<file path="src/rtl/dual_tone_stimulus_nco.sv">
// Two-tone pipelined NCO with double-buffered tuning, summed and saturated output.
// Optional SAT_COUNT_EN adds a saturating count of clipped output samples.
module dual_tone_stimulus_nco #(
    parameter int unsigned DATA_WIDTH     = 16,
    parameter int unsigned PHASE_WIDTH    = 24,
    parameter int unsigned LUT_ADDR_WIDTH = 8
) (
    input  logic                   clk_i,
    input  logic                   rst_ni,
    input  logic                   sample_en_i,
    input  logic                   enable_i,
    input  logic                   cfg_load_i,
    input  logic [PHASE_WIDTH-1:0] ftw1_i,
    input  logic [PHASE_WIDTH-1:0] ftw2_i,
    input  logic [15:0]            amp1_i,
    input  logic [15:0]            amp2_i,
    output logic [DATA_WIDTH-1:0]  tone_out_o,
    output logic                   tone_valid_o,
    output logic                   cfg_pending_o,
    output logic                   sat_flag_o
`ifdef SAT_COUNT_EN
    ,
    output logic [15:0]            sat_count_o
`endif
);

    localparam int unsigned LutDepth = 1 << LUT_ADDR_WIDTH;
    localparam int unsigned PhW      = LUT_ADDR_WIDTH + 2;
    localparam logic signed [17:0] SatMax = 18'((1 << (DATA_WIDTH - 1)) - 1);
    localparam logic signed [17:0] SatMin = -SatMax - 18'sd1;

    // Quarter-wave entries sampled at bin centres, so no fold ever hits sin=0 or 1 exactly.
    function automatic logic [15:0] lut_entry(input int unsigned k);
        real x;
        x = 32767.0 * $sin(3.14159265358979 / 2.0 * (real'(k) + 0.5) / real'(LutDepth));
        return 16'($rtoi(x + 0.5));
    endfunction

    logic [15:0] lut_rom [LutDepth];
    for (genvar k = 0; k < LutDepth; k++) begin : g_lut
        assign lut_rom[k] = lut_entry(k);
    end

    logic                   accept;
    logic [PHASE_WIDTH-1:0] phase1_q, phase1_d, phase2_q, phase2_d;
    logic [PHASE_WIDTH-1:0] sh_ftw1_q, sh_ftw1_d, sh_ftw2_q, sh_ftw2_d;
    logic [PHASE_WIDTH-1:0] act_ftw1_q, act_ftw1_d, act_ftw2_q, act_ftw2_d;
    logic [15:0]            sh_amp1_q, sh_amp1_d, sh_amp2_q, sh_amp2_d;
    logic [15:0]            act_amp1_q, act_amp1_d, act_amp2_q, act_amp2_d;
    logic [PHASE_WIDTH-1:0] use_ftw1, use_ftw2;
    logic [15:0]            use_amp1, use_amp2;
    logic                   cfg_pending_q, cfg_pending_d;

    logic                   s1_valid_q, s2_valid_q, s3_valid_q, s4_valid_q;
    logic [PhW-1:0]         s1_ph1_q, s1_ph2_q;
    logic [15:0]            s1_amp1_q, s1_amp2_q, s2_amp1_q, s2_amp2_q;
    logic [LUT_ADDR_WIDTH-1:0] addr1, addr2;
    logic signed [16:0]     mag1, mag2, lut1_d, lut2_d, s2_lut1_q, s2_lut2_q;
    logic signed [32:0]     prod1, prod2;
    logic signed [16:0]     tone1_d, tone2_d, s3_tone1_q, s3_tone2_q;
    logic signed [17:0]     sum_d, s4_sum_q;
    logic                   clip;
    logic [DATA_WIDTH-1:0]  sat_val, tone_out_q, tone_out_d;
    logic                   tone_valid_q, sat_flag_q, sat_flag_d;

    always_comb begin
        accept   = sample_en_i & enable_i;
        // A pending shadow is applied to the very sample that promotes it.
        use_ftw1 = cfg_pending_q ? sh_ftw1_q : act_ftw1_q;
        use_ftw2 = cfg_pending_q ? sh_ftw2_q : act_ftw2_q;
        use_amp1 = cfg_pending_q ? sh_amp1_q : act_amp1_q;
        use_amp2 = cfg_pending_q ? sh_amp2_q : act_amp2_q;

        phase1_d   = accept ? phase1_q + use_ftw1 : phase1_q;
        phase2_d   = accept ? phase2_q + use_ftw2 : phase2_q;
        act_ftw1_d = accept ? use_ftw1 : act_ftw1_q;
        act_ftw2_d = accept ? use_ftw2 : act_ftw2_q;
        act_amp1_d = accept ? use_amp1 : act_amp1_q;
        act_amp2_d = accept ? use_amp2 : act_amp2_q;
        sh_ftw1_d  = cfg_load_i ? ftw1_i : sh_ftw1_q;
        sh_ftw2_d  = cfg_load_i ? ftw2_i : sh_ftw2_q;
        sh_amp1_d  = cfg_load_i ? amp1_i : sh_amp1_q;
        sh_amp2_d  = cfg_load_i ? amp2_i : sh_amp2_q;
        cfg_pending_d = cfg_load_i | (cfg_pending_q & ~accept);

        addr1  = s1_ph1_q[LUT_ADDR_WIDTH-1:0] ^ {LUT_ADDR_WIDTH{s1_ph1_q[PhW-2]}};
        addr2  = s1_ph2_q[LUT_ADDR_WIDTH-1:0] ^ {LUT_ADDR_WIDTH{s1_ph2_q[PhW-2]}};
        mag1   = {1'b0, lut_rom[addr1]};
        mag2   = {1'b0, lut_rom[addr2]};
        lut1_d = s1_ph1_q[PhW-1] ? -mag1 : mag1;
        lut2_d = s1_ph2_q[PhW-1] ? -mag2 : mag2;

        prod1   = 33'(s2_lut1_q) * 33'($signed({1'b0, s2_amp1_q}));
        prod2   = 33'(s2_lut2_q) * 33'($signed({1'b0, s2_amp2_q}));
        tone1_d = 17'(prod1 >>> 16);
        tone2_d = 17'(prod2 >>> 16);
        sum_d   = 18'(s3_tone1_q) + 18'(s3_tone2_q);

        clip = 1'b0;
        if (s4_sum_q > SatMax) begin
            sat_val = SatMax[DATA_WIDTH-1:0];
            clip    = 1'b1;
        end else if (s4_sum_q < SatMin) begin
            sat_val = SatMin[DATA_WIDTH-1:0];
            clip    = 1'b1;
        end else begin
            sat_val = s4_sum_q[DATA_WIDTH-1:0];
        end
        tone_out_d = s4_valid_q ? sat_val : tone_out_q;
        sat_flag_d = cfg_load_i ? 1'b0 : (sat_flag_q | (s4_valid_q & clip));
    end

    always_ff @(posedge clk_i or negedge rst_ni) begin
        if (!rst_ni) begin
            phase1_q      <= '0;
            phase2_q      <= '0;
            sh_ftw1_q     <= '0;
            sh_ftw2_q     <= '0;
            sh_amp1_q     <= '0;
            sh_amp2_q     <= '0;
            act_ftw1_q    <= '0;
            act_ftw2_q    <= '0;
            act_amp1_q    <= '0;
            act_amp2_q    <= '0;
            cfg_pending_q <= 1'b0;
            s1_valid_q    <= 1'b0;
            s1_ph1_q      <= '0;
            s1_ph2_q      <= '0;
            s1_amp1_q     <= '0;
            s1_amp2_q     <= '0;
            s2_valid_q    <= 1'b0;
            s2_lut1_q     <= '0;
            s2_lut2_q     <= '0;
            s2_amp1_q     <= '0;
            s2_amp2_q     <= '0;
            s3_valid_q    <= 1'b0;
            s3_tone1_q    <= '0;
            s3_tone2_q    <= '0;
            s4_valid_q    <= 1'b0;
            s4_sum_q      <= '0;
            tone_out_q    <= '0;
            tone_valid_q  <= 1'b0;
            sat_flag_q    <= 1'b0;
        end else begin
            phase1_q      <= phase1_d;
            phase2_q      <= phase2_d;
            sh_ftw1_q     <= sh_ftw1_d;
            sh_ftw2_q     <= sh_ftw2_d;
            sh_amp1_q     <= sh_amp1_d;
            sh_amp2_q     <= sh_amp2_d;
            act_ftw1_q    <= act_ftw1_d;
            act_ftw2_q    <= act_ftw2_d;
            act_amp1_q    <= act_amp1_d;
            act_amp2_q    <= act_amp2_d;
            cfg_pending_q <= cfg_pending_d;
            s1_valid_q    <= accept;
            if (accept) begin
                s1_ph1_q  <= phase1_q[PHASE_WIDTH-1 -: PhW];
                s1_ph2_q  <= phase2_q[PHASE_WIDTH-1 -: PhW];
                s1_amp1_q <= use_amp1;
                s1_amp2_q <= use_amp2;
            end
            s2_valid_q    <= s1_valid_q;
            s2_lut1_q     <= lut1_d;
            s2_lut2_q     <= lut2_d;
            s2_amp1_q     <= s1_amp1_q;
            s2_amp2_q     <= s1_amp2_q;
            s3_valid_q    <= s2_valid_q;
            s3_tone1_q    <= tone1_d;
            s3_tone2_q    <= tone2_d;
            s4_valid_q    <= s3_valid_q;
            s4_sum_q      <= sum_d;
            tone_out_q    <= tone_out_d;
            tone_valid_q  <= s4_valid_q;
            sat_flag_q    <= sat_flag_d;
        end
    end

`ifdef SAT_COUNT_EN
    logic [15:0] sat_count_q, sat_count_d;

    always_comb begin
        sat_count_d = sat_count_q;
        if (cfg_load_i) begin
            sat_count_d = '0;
        end else if (s4_valid_q && clip && (sat_count_q != 16'hFFFF)) begin
            sat_count_d = sat_count_q + 16'd1;
        end
    end

    always_ff @(posedge clk_i or negedge rst_ni) begin
        if (!rst_ni) begin
            sat_count_q <= '0;
        end else begin
            sat_count_q <= sat_count_d;
        end
    end

    assign sat_count_o = sat_count_q;
`endif

    assign tone_out_o    = tone_out_q;
    assign tone_valid_o  = tone_valid_q;
    assign cfg_pending_o = cfg_pending_q;
    assign sat_flag_o    = sat_flag_q;

endmodule

</file>
<file path="config.mk">
export PLATFORM = sky130hd
export DESIGN_NAME = dual_tone_stimulus_nco
export DESIGN_NICKNAME = d
export VERILOG_FILES = /design/src/rtl/dual_tone_stimulus_nco.sv
export SDC_FILE = /design/constraint.sdc
export NUM_CORES = 2
export LEC_CHECK = 0
export CAP_MARGIN = 10
export CORE_MARGIN = 3
export CORE_UTILIZATION = 67
export DETAILED_ROUTE_END_ITERATION = 7
export DONT_BUFFER_PORTS = 1
export PLACE_DENSITY = 0.82
export SYNTH_ARGS = -nofsm -noshare
export SYNTH_HDL_FRONTEND = slang
export SYNTH_SLANG_ARGS = --single-unit
export TNS_END_PERCENT = 20
</file>
<file path="constraint.sdc">
create_clock -name clk_i -period 6.8 [get_ports clk_i]
set_clock_uncertainty 0.2 [all_clocks]
set_input_delay 1.36 -clock clk_i [delete_from_list [all_inputs] [get_ports clk_i]]
set_output_delay 1.36 -clock clk_i [all_outputs]
set_load 0.01 [all_outputs]
</file>
==> flow_summary.yaml, run 1 <==
run_status:
  run_status: "did not finish"
  haltStage: "global routing (5_1_grt)"
  error: "[ERROR GRT-0116] Global routing finished with congestion. Check the congestion regions in the DRC Viewer."
synthesis:
  synth.distinct_cells: 109
  syn_avg_cell_area_sq_um: 8.72
  synth_compound_area_frac: 0.179
  synth-xor-area-share: 0.0259
  ys_seq_elements: 369
  synth_adder_area_share: 0.294
  synth_cells: 5743
  netlist_area_sq_um: 50100
  yosys_warnings: 0
  synth_seq_area_share: 0.184
  synthMuxAreaShare: 0.0587
  synth_simple_gate_area_share: 0.165
  synthFlopType: "dfrtp_1"
  synth_top_family_by_area: "adder cells"
  synth_edf_count: 0
  async_flop_share: 1.00
  syn_nets: 6674
floorplanning:
  die_w_um: 279
  die_h_um: 279
  floorplan.io_pins: 104
  rows: 99
  start_util: 0.682
clock_tree:
  hold_buffers: 0
  root_buffer: "clkbuf_16"
  clkSinkCount: 369
  htreeDepth: 2
  cts_buffers: 42
  cts.path.max_buffers: 3
grt:
  grt_pass1_wl_um: 406000
  grt-ovfl-total: 8
  grt_start_max_net_pins: 370
  grt_pass1_vias: 59151
  grt_usage: 0.718
placement:
  placed_cells: 6580
  hpwl_um: 158000
  dpl_cell_area_sq_um: 51600
  place_congestion: 1.17
  portBuffers: 0
  place_ws_ps: -154
==> Yosys cell counts (29+ instances only) <==
cell type	n	area share
a211oi_1	53	0.0079
a21o_1	49	0.0073
a21oi_1	228	0.023
a221oi_1	32	0.0056
a22oi_1	38	0.0057
a31oi_1	52	0.0065
and2_1	289	0.036
buf_2	88	0.0088
clkbuf_1	235	0.018
dfrtp_1	369	0.18
fa_1	553	0.22
ha_1	293	0.073
inv_1	753	0.056
mux2_2	233	0.052
nand2_1	558	0.042
nand2b_1	75	0.0094
nand3_1	73	0.0073
nor2_1	270	0.020
nor2b_1	81	0.010
nor3_1	103	0.010
o211ai_1	69	0.010
o21a_1	35	0.0052
o21ai_0	309	0.031
o221ai_1	29	0.0051
o22ai_1	88	0.011
o31ai_1	45	0.0067
xnor2_1	87	0.015
xor2_1	49	0.0086
==> per-stage QoR <==
stage | TNS, ps | util
detailed placement | -558 | 0.703
global placement | 0 | 0.703
floorplan | 0 | -
CTS | -6.66 | 0.724
==> repair_timing <==
action	in CTS
resized for setup	31
setup buffers	9
endpoints found under the setup margin	15
pin swaps	1
gates cloned	0
endpoints found under the hold margin	0
==> cells by family after synthesis <==
kind of cell	Yosys count
buffers and inverters	1149
adders and majority gates	846
muxes	262
xor gates and xnor gates	141
AOI/OAI and AO/OA	1321
DFF	369
and+or+nand+nor	1655
==> per-layer routing <==
layer  GRT overflow  global-route usage
met3              2               0.585
met4              6               0.639
met5              0               0.374
met2              0               0.861
met1              0               0.746
==> inputs of run 2 (changes only) <==
--- a/config.mk
+++ b/config.mk
@@ -7,10 +7,10 @@
 export LEC_CHECK = 0
 export CAP_MARGIN = 10
 export CORE_MARGIN = 3
-export CORE_UTILIZATION = 67
+export CORE_UTILIZATION = 40
 export DETAILED_ROUTE_END_ITERATION = 7
 export DONT_BUFFER_PORTS = 1
-export PLACE_DENSITY = 0.82
+export PLACE_DENSITY_LB_ADDON = 0.15
 export SYNTH_ARGS = -nofsm -noshare
 export SYNTH_HDL_FRONTEND = slang
 export SYNTH_SLANG_ARGS = --single-unit
==> run 2 against run 1 <==
The flow now finishes without violations. Area after synthesis unchanged. Synthesized cell count stayed put.
==> flow_summary.yaml, run 2 <==
clock_tree:
  hold_buffers: 0
  cts_buffers: 48
  clkSinkCount: 369
  root_buffer: "clkbuf_16"
  htreeDepth: 2
  clkTransAtPathRegs_ps: 70
  clock_latency_ps: 630
  cts.path.max_buffers: 3
  cts_tree: "built"
synthesis:
  async_flop_share: 1.00
  synth_seq_area_share: 0.184
  synth_simple_gate_area_share: 0.165
  synthMuxAreaShare: 0.0587
  yosys.area.top_type: "fa_1"
  synth.distinct_cells: 109
  netlist_top_cells_count: "inv_1, nand2_1, fa_1"
  yosys_warnings: 0
  synth_edf_count: 0
  synth-xor-area-share: 0.0259
  synth.top_cell.area_share: 0.221
  synth_compound_area_frac: 0.179
  synthFlopType: "dfrtp_1"
  syn_nets: 6674
  yosys-top-cells-area: "fa_1, dfrtp_1, ha_1"
  syn_avg_cell_area_sq_um: 8.72
  synth_adder_area_share: 0.294
  synth_cells: 5743
  netlist_area_sq_um: 50100
  ys_seq_elements: 369
  synth_top_family_by_area: "adder cells"
  synth_most_common_cell: "inv_1"
floorplanning:
  die_h_um: 360
  floorplan.io_pins: 104
  die_area_sq_um: 129000
  core_sq_um: 124000
  rows: 129
  start_util: 0.404
  die_w_um: 360
setup_path:
  path_cells: "buf_4 -> and2_1 -> fa_1 -> inv_1 -> fa_1 -> fa_1 -> inv_1 -> fa_1 -> fa_1 -> inv_1 -> fa_1 -> inv_1 -> ha_1 -> nand4_1 -> nor3b_1 -> o21ai_1 -> buf_4 -> a21oi_1 -> or3_1 -> a211oi_1 -> a311oi_1"
  crit_top_cell: "fa_1"
  start_kind: "flop"
  worstPathRequired_ps: 7140
  crit_family: "adder cells"
  max_stage_delay_ps: 530
  slowest_stage: "fa_1"
  r2r-start: "s2_amp1_q[3]$_DFF_PN0_"
  cp_num_buf_inv: 6
  r2r_slack_ps: 350
  critPathCaptureType: "flop"
  arrival_ps: 6790
  crit_type: "reg -> reg"
  timing.rr.end: "s3_tone1_q[16]$_DFF_PN0_"
  path_max_fanout: 13
  r2r.worst_path.cells: 21
placement:
  portBuffers: 0
  place_congestion: 1.05
  hpwl_um: 158000
route:
  drc: 0
  via_per_inst: 6.00
  ant_nets: 0
  drtPass1Iterations: 8
  drtIter0Drc: 4909
  via_count: 44560
  wirelength_um: 206000
  wl_per_cell_um: 27.7
sta:
  maxSlewViolCount: 0
  finalCritPeriodShare: 0.949
  setup_violations: 0
  worst_slew_pin_slew_ps: 1250
  min_period_ps: 6450
  maxSlewHeadroom: 0.146
  finalHoldViolCount: 0
  fin_tns_setup_ps: 0
  fmax_mhz: 155
layout:
  area_delta_synth_final_pct: 9.14
  mostFrequentLayoutCell: "inv_1"
  fillers: 12373
  multiInputGateArea_sq_um: 36300
  seqCellArea_sq_um: 9280
  final_nets: 6669
  drive_gt1_frac: 0.130
  layout_common_cells: "inv_1, nand2_1, fa_1, dfrtp_1, buf_4"
grt:
  grt-ovfl-total: 0
  grt_start_max_net_pins: 370
  antenna_found_initial: 21
  grt_pass1_vias: 44593
  grt_usage: 0.312
  grt_pass1_wl_um: 304000
run_status:
  run_status: "finished clean"
worst_hold_path:
  worstHoldStart: "s1_valid_q$_DFF_PN0_"
  hold_class: "reg -> reg"
  worstHoldPathCells: 0
  holdPathEnd: "s2_valid_q$_DFF_PN0_"
flow_run:
  maxCapViolCount: 0
[run 2: cell counts after synthesis]
Identical to the previous run, type by type.
[run 2: area by class of cell]
| cell class | instances | area share |
|---|---|---|
| clock inverter | 24 | 0.00515 |
| clock buffer | 64 | 0.0242 |
| timing repair buffer | 331 | 0.0466 |
| antenna | 11 | 0.000504 |
| tap | 1637 | 0.0375 |
| multi-input combinational | 4225 | 0.664 |
| inverter | 763 | 0.0524 |
| sequential | 369 | 0.170 |
[run 2: cell families (layout without fill, tap and decap cells)]
| family | after synthesis | after routing |
|---|---|---|
| buffers and inverters | 1149 | 1182 |
| AO/OA/AOI/OAI | 1321 | 1321 |
| multiplexers | 262 | 262 |
| adder cells (fa/ha/maj) | 846 | 846 |
| XOR/XNOR | 141 | 141 |
| AND/OR/NAND/NOR | 1655 | 1655 |
| flip-flops | 369 | 369 |
| other | 0 | 11 |
[run 2: per-stage QoR]
step | worst slack [ps] | instances | hold WS [ps] | cell area [sq um] | util
2_1_floorplan | 597 | 5743 | 131 | 50100 | -
3_3_place_gp | 94.9 | 7321 | 135 | 53000 | 0.427
3_5_place_dp | 45.9 | 7321 | 136 | 53000 | 0.427
4_1_cts | 23.2 | 7409 | 149 | 54600 | 0.440
5_1_grt | -1.27 | 7413 | 157 | 54600 | 0.441
6_report | 348 | 7424 | 150 | 54600 | 0.441
[run 2: worst max path at each step]
stage	from	end	cells after the start
6_report	s2_amp1_q[3]$_DFF_PN0_	s3_tone1_q[16]$_DFF_PN0_	21
3_5_place_dp	s2_lut1_q[7]$_DFF_PN0_	s3_tone1_q[16]$_DFF_PN0_	22
4_1_cts	s2_lut1_q[7]$_DFF_PN0_	s3_tone1_q[16]$_DFF_PN0_	22
5_1_grt	s2_amp1_q[3]$_DFF_PN0_	s3_tone1_q[16]$_DFF_PN0_	20
3_3_place_gp	s2_lut1_q[7]$_DFF_PN0_	s3_tone1_q[16]$_DFF_PN0_	22
2_1_floorplan	s2_amp1_q[9]$_DFF_PN0_	s3_tone1_q[16]$_DFF_PN0_	22
[run 2: what timing repair did]
action,CTS,global route
setup endpoints to repair,0,9
buffers inserted,0,4
resized for setup,0,16
[run 2: routing by layer]
metal,vias up,wire [um],GRT usage
met5,-,122,0
met4,16,11100,0.141
met3,557,19100,0.0670
met2,2336,88100,0.472
met1,22169,87600,0.429
li1,19482,-,-
[run 2: worst register-to-register path: cells and delay by family, from the launching register on]
family / cells / cell delay [ps]
adders and majority gates: 7 / 3370
and+or+nand+nor: 4 / 1060
AOI/OAI and AO/OA: 4 / 670
buffers and inverters: 6 / 560
DFF: 1 / 500
Power of run 2 is left out: the tool's default activity adds up to more than one toggle a clock period on the data nets, which glitch-free logic cannot reach.
